File: src/rtl/gray_counter_ctrl.sv
// gray_counter_ctrl: start/stop/clear sequencer with prescaler and terminal count for a shared gray_code_counter
// Ports:
//   clk_i, rst_i         clock, synchronous active-high reset
//   cmd_valid_i/ready_o  command handshake; cmd_op_i 00 NOP, 01 START, 10 STOP, 11 CLEAR
//   cfg_limit_i          terminal binary count, sampled on START from IDLE
//   cfg_prescale_i       tick period minus one, sampled with cfg_limit_i
//   cfg_reload_i         1 auto-reload, 0 one-shot, sampled with cfg_limit_i
//   cnt_binary_i         binary feedback from the counter
//   cnt_rst_o, cnt_ce_o  counter reset and count enable
//   busy_o               high in ARM, RUN and PAUSED
//   done_o               one-cycle pulse after each terminal tick
//   reload_cnt_o         saturating count of auto-reloads
module gray_counter_ctrl #(
    parameter int WIDTH          = 8,
    parameter int PRESCALE_WIDTH = 8
) (
    input  logic                      clk_i,
    input  logic                      rst_i,
    input  logic                      cmd_valid_i,
    output logic                      cmd_ready_o,
    input  logic [1:0]                cmd_op_i,
    input  logic [WIDTH-1:0]          cfg_limit_i,
    input  logic [PRESCALE_WIDTH-1:0] cfg_prescale_i,
    input  logic                      cfg_reload_i,
    input  logic [WIDTH-1:0]          cnt_binary_i,
    output logic                      cnt_rst_o,
    output logic                      cnt_ce_o,
    output logic                      busy_o,
    output logic                      done_o,
    output logic [7:0]                reload_cnt_o
);
    typedef enum logic [1:0] {IDLE, ARM, RUN, PAUSED} state_t;
    state_t                    state;
    logic [PRESCALE_WIDTH-1:0] p;
    logic [PRESCALE_WIDTH-1:0] prescale_q;
    logic [WIDTH-1:0]          limit_q;
    logic                      reload_q;
    logic                      accept;
    logic                      start_acc;
    logic                      stop_acc;
    logic                      clear_acc;
    logic                      tick;
    logic                      terminal;
    always_comb begin
        cmd_ready_o = !rst_i && state != ARM;
        accept      = cmd_valid_i && cmd_ready_o;
        start_acc   = accept && cmd_op_i == 2'b01;
        stop_acc    = accept && cmd_op_i == 2'b10;
        clear_acc   = accept && cmd_op_i == 2'b11;
        // an accepted STOP or CLEAR swallows a coincident tick entirely
        tick        = state == RUN && p == prescale_q && !stop_acc && !clear_acc;
        terminal    = cnt_binary_i == limit_q;
        cnt_ce_o    = !rst_i && tick && !terminal;
        cnt_rst_o   = rst_i || state == ARM || (tick && terminal && reload_q) || clear_acc;
        busy_o      = state != IDLE;
    end
    always_ff @(posedge clk_i) begin
        if (rst_i) begin
            state        <= IDLE;
            p            <= '0;
            prescale_q   <= '0;
            limit_q      <= '0;
            reload_q     <= 1'b0;
            done_o       <= 1'b0;
            reload_cnt_o <= '0;
        end else begin
            done_o <= tick && terminal;
            if (clear_acc) begin
                state        <= IDLE;
                p            <= '0;
                reload_cnt_o <= '0;
            end else begin
                case (state)
                    IDLE: if (start_acc) begin
                        limit_q      <= cfg_limit_i;
                        prescale_q   <= cfg_prescale_i;
                        reload_q     <= cfg_reload_i;
                        reload_cnt_o <= '0;
                        state        <= ARM;
                    end
                    ARM: begin
                        p     <= '0;
                        state <= RUN;
                    end
                    RUN: if (stop_acc) begin
                        // p is frozen so resuming continues the same prescale phase
                        state <= PAUSED;
                    end else begin
                        p <= tick ? '0 : p + 1'b1;
                        if (tick && terminal) begin
                            if (reload_q)
                                reload_cnt_o <= (reload_cnt_o == 8'hFF) ? reload_cnt_o : reload_cnt_o + 8'd1;
                            else
                                state <= IDLE;
                        end
                    end
                    PAUSED: if (start_acc) state <= RUN;
                    default: state <= IDLE;
                endcase
            end
        end
    end
endmodule
File: config.mk
export PLATFORM = sky130hd
export DESIGN_NAME = gray_counter_ctrl
export DESIGN_NICKNAME = d
export VERILOG_FILES = /design/src/rtl/gray_counter_ctrl.sv
export SDC_FILE = /design/constraint.sdc
export NUM_CORES = 1
export LEC_CHECK = 0
export BUFFER_PORTS_ARGS = -buffer_cell sky130_fd_sc_hd__buf_2
export CAP_MARGIN = 0
export CORE_ASPECT_RATIO = 0.5
export CORE_MARGIN = 2
export CORE_UTILIZATION = 48
export DETAILED_ROUTE_END_ITERATION = 10
export PLACE_DENSITY_LB_ADDON = 0.08
export SETUP_SLACK_MARGIN = 0.3
export SYNTH_ARGS = -nofsm -noshare
export SYNTH_HDL_FRONTEND = slang
export SYNTH_SLANG_ARGS = --single-unit
File: constraint.sdc
create_clock -name clk_i -period 1.8 [get_ports clk_i]
set_input_delay 0.27 -clock clk_i [delete_from_list [all_inputs] [get_ports clk_i]]
set_output_delay 0.27 -clock clk_i [all_outputs]
set_load 0.01 [all_outputs]
==> summary by stage <==
Finish
The net count of the finished layout is approximately 340. The commonest non-fill, non-tap cell in the layout is sky130_fd_sc_hd__nand2_1. The count of fill cells added during filler insertion is around 310. Cells fill around 73% of the core in the end. After the flow finishes, the layout carries non-filler instances totaling about 370.

In the layout the commonest cells are 44 x sky130_fd_sc_hd__nand2_1, 41 x sky130_fd_sc_hd__buf_2, 27 x sky130_fd_sc_hd__buf_4. The synthesis-to-layout area growth is 47.6%. The proportion of layout cells with a drive suffix above 1 is between 40 and 50%. The antenna cell count is 0.

Timing
For the finished layout, the period the worst path requires is 1.89 ns. The max-slew headroom at the worst pin is 75.6%. For this run, the top clock speed supported by timing is approximately 530 MHz.

The actual slew at the worst max-slew pin is 0.365 ns. The aggregate negative setup slack is -0.288 ns. The final count of hold timing violations was 0. Of the available clock period, the critical path in the final layout requires 105%. For the final database, setup skew stands at 0.00572 ns. Setup violations remaining at the end of the flow were counted as 5.

The final-report max-slew violation count is 0. Setup slack on the critical path of the routed design comes to -0.0869 ns. Setup repair after global routing could not meet its margin everywhere.

Route
The total DRC errors in the routed layout is 0. The wire length after detailed routing is roughly 5300 um. The wire length per cell is between 10 and 15 um. The routed layout has ~2000 vias. The first-pass iteration count of the detailed router is 4. The count of nets left with antenna violations once routing finished came out at 0. The post-detailed-route via-to-cell ratio is approximately 5.4. After the first detailed-routing iteration, the DRC count stood at roughly 110.

Status
The final reports fail on setup timing. The flow ran to the end, but the final reports show violations.

Floorplan
43 I/O pins were placed. For this configuration, the core starts out at a cell density of around 49%. The die covers 4470 sq um. In this run the core area contains 16 standard-cell rows. The floorplan step set the die width to roughly 90 um. The placeable core region is around 3800 sq um. Measured along the y axis, the die boundary spans 48.3 um.

GRT
The number of global-route vias before repair came to around 1700. The total overflow left after global routing is 0. The initial antenna violation count is 0.

Entering global routing, the biggest net connects 22 pins. The all-layer global routing usage is a little over a fifth. The first-pass GRT wire length is around 7500 um.

Pwr
The leakage power is about 1.1 nW. The power consumption is approximately 1.7 mW. In this run the power density over the cells is approximately 600 nW/um^2. The maximum vdd drop is 0.000400 V.

Setup path
The worst path arrival time is between 1.5 and 2 ns. The largest incremental delay on the critical path is ~0.34 ns. Tracing the worst setup path back leads to its startpoint at prescale_q[3]$_SDFFE_PP0P_. Among all stages on the critical path, the largest delay is contributed by sky130_fd_sc_hd__dfxtp_2. The element type at the critical path end is an output port. The start of the worst register-to-register path is prescale_q[3]$_SDFFE_PP0P_. Setup slack on the worst reg-to-reg path comes out at -0.05 ns. At the worst endpoint, the required time is 1.53 ns. In this run the worst path has a maximum fanout of 3. The critical path goes through xnor2_2, nand4_1, buf_4, nor3_4, a31o_2, buf_6. The worst setup path is launched from a flip-flop.

The classification of the worst setup path is flip-flop to output port.

Clock tree
The clock tree buffer depth is 2. CTS placed an instance of sky130_fd_sc_hd__clkbuf_8 at the clock tree root. TritonCTS built the clock tree. The maximum level of the CTS H-tree is 2. The clock reaches the later pin of the worst-skew pair after around 0.29 ns. The number of buffers created by CTS is 5.

The number of hold buffers added after CTS is 0. The CTS clock-pin slew for the worst setup and hold paths is roughly 0.070 ns. The clock sink count is 36.

Synth
After synthesis the cells add up to between 1500 and 2000 sq um. Synthesis inferred 36 register bits. Summing the areas of all compound-gate instances in the mapped netlist gives ~17% of the synthesized area. The top flip-flop cell by instance count after synthesis is sky130_fd_sc_hd__dfxtp_1. The mux cell area share after synthesis is less than 1%.

The count of unique library cells instantiated by Yosys is 42. The proportion of register bits with asynchronous set or reset after synthesis is 0%. The net count of the mapped netlist is between 200 and 300. The number of enable flip-flop cells after synthesis is 0. The average instance area after synthesis is approximately 8.0 sq um. The post-synthesis xor/xnor area fraction is roughly 8.8%. The fraction of the mapped netlist area in adder cells is between 1 and 1.5%.

For this run, the number of Yosys warnings is 0. By area, the combinational part of the netlist is dominated by simple AND/OR/NAND/NOR gates. Counting every instance in the synthesized netlist gives about 230. For this run, the register share of the synthesized area comes to 38.3%. The fraction of the mapped netlist area in simple logic gates is between 30% and 40%.

Placed design
The number of I/O port buffers is 42. The post-placement cell count is ~350. The last weighted congestion value of the routability-driven placer is 0.868. Once detailed placement completed, the half-perimeter wirelength came to 3490 um.

Min path
The hold path startpoint is cfg_prescale_i[7]. In this run the worst hold path is classified as input port to flip-flop.

Job
The tool flagged a number of max-cap violations equal to 0.
==> final cells by class <==
cell class	instances	area, sq um	area share, %
multi-input combinational	187	1310	47.2
sequential	36	736	26.5
timing repair buffer	78	557	20.0
clock buffer	7	96.3	3.47
tap	54	67.6	2.43
inverter	3	11.3	0.405
==> critical path: cells and delay by family, from the launching register on <==
family	cells	cell delay, ns
and+or+nand+nor	2	0.37
DFF	1	0.34
buffers and inverters	2	0.26
AOI/OAI and AO/OA	1	0.20
xor gates and xnor gates	1	0.15
==> worst paths after layout <==
path,endpoint,cells after the start
setup reg to reg,reload_cnt_o[3]$_SDFFE_PP0P_,8
setup / recovery,cnt_rst_o,6
hold reg to reg,limit_q[2]$_SDFFE_PP0P_,2
hold / removal,prescale_q[7]$_SDFFE_PP0P_,3
==> kinds of logic after synthesis <==
kind of cell	count (synthesis)
DFF	36
muxes	1
and+or+nand+nor	112
adders and majority gates	2
AOI/OAI and AO/OA	52
buffers and inverters	13
xor gates and xnor gates	18
==> metal layers <==
layer | GRT usage [%] | wire [um]
met1 | 26.5 | 2400
met2 | 40.6 | 2510
met3 | 5.56 | 343
met4 | 6.87 | 65
met5 | 0 | 0
==> metrics by stage <==
stage / hold slack, ns / worst slack (ns) / area [sq um]
after global routing: 0.217 / -0.173 / 2780
after detailed placement: 0.464 / -0.0477 / 2360
after floorplan: 0.406 / 0.115 / 1940
after CTS: 0.203 / -0.0991 / 2550
after global placement: 0.456 / 0.0181 / 2360
final: 0.208 / -0.0869 / 2780
==> registers in the layout (all words and copies together), names as in the netlist <==
| name | count |
|---|---|
| done_o | 1 |
| limit_q | 8 |
| p | 8 |
| prescale_q | 8 |
| reload_cnt_o | 8 |
| reload_q | 1 |
| state | 2 |
==> synth_stat cells, types with 2 or more instances <==
| library cell | instances | area [sq um] |
|---|---|---|
| sky130_fd_sc_hd__a211oi_1 | 2 | 15.0 |
| sky130_fd_sc_hd__a21o_1 | 2 | 15.0 |
| sky130_fd_sc_hd__a21oi_1 | 24 | 120 |
| sky130_fd_sc_hd__a22o_1 | 3 | 26.3 |
| sky130_fd_sc_hd__a31oi_1 | 6 | 37.5 |
| sky130_fd_sc_hd__a41oi_1 | 2 | 17.5 |
| sky130_fd_sc_hd__and2_1 | 2 | 12.5 |
| sky130_fd_sc_hd__and3_1 | 3 | 18.8 |
| sky130_fd_sc_hd__buf_2 | 2 | 10.0 |
| sky130_fd_sc_hd__clkbuf_1 | 6 | 22.5 |
| sky130_fd_sc_hd__dfxtp_1 | 36 | 721 |
| sky130_fd_sc_hd__ha_1 | 2 | 25.0 |
| sky130_fd_sc_hd__inv_1 | 3 | 11.3 |
| sky130_fd_sc_hd__nand2_1 | 45 | 169 |
| sky130_fd_sc_hd__nand2b_1 | 3 | 18.8 |
| sky130_fd_sc_hd__nand3_1 | 16 | 80.1 |
| sky130_fd_sc_hd__nand4_1 | 7 | 43.8 |
| sky130_fd_sc_hd__nor2_1 | 12 | 45.0 |
| sky130_fd_sc_hd__nor2b_1 | 3 | 18.8 |
| sky130_fd_sc_hd__nor3_1 | 4 | 20.0 |
| sky130_fd_sc_hd__nor3b_1 | 2 | 15.0 |
| sky130_fd_sc_hd__o211ai_1 | 4 | 30.0 |
| sky130_fd_sc_hd__o21a_1 | 2 | 15.0 |
| sky130_fd_sc_hd__o21ai_0 | 4 | 20.0 |
| sky130_fd_sc_hd__or2_2 | 2 | 12.5 |
| sky130_fd_sc_hd__or3_1 | 3 | 18.8 |
| sky130_fd_sc_hd__or4_1 | 4 | 30.0 |
| sky130_fd_sc_hd__xnor2_1 | 16 | 140 |
==> power by group <==
part	internal [mW]	switching, mW
combinational	0.117	0.118
sequential	0.807	0.00916
clock	0.341	0.281
==> what timing repair did <==
action,4_1_cts,5_1_grt
setup buffers,4,4
pin swaps,11,21
gates cloned,0,4
endpoints found under the setup margin,38,38
resized for setup,20,34
Note: power is estimated with default switching activity, not from simulation.
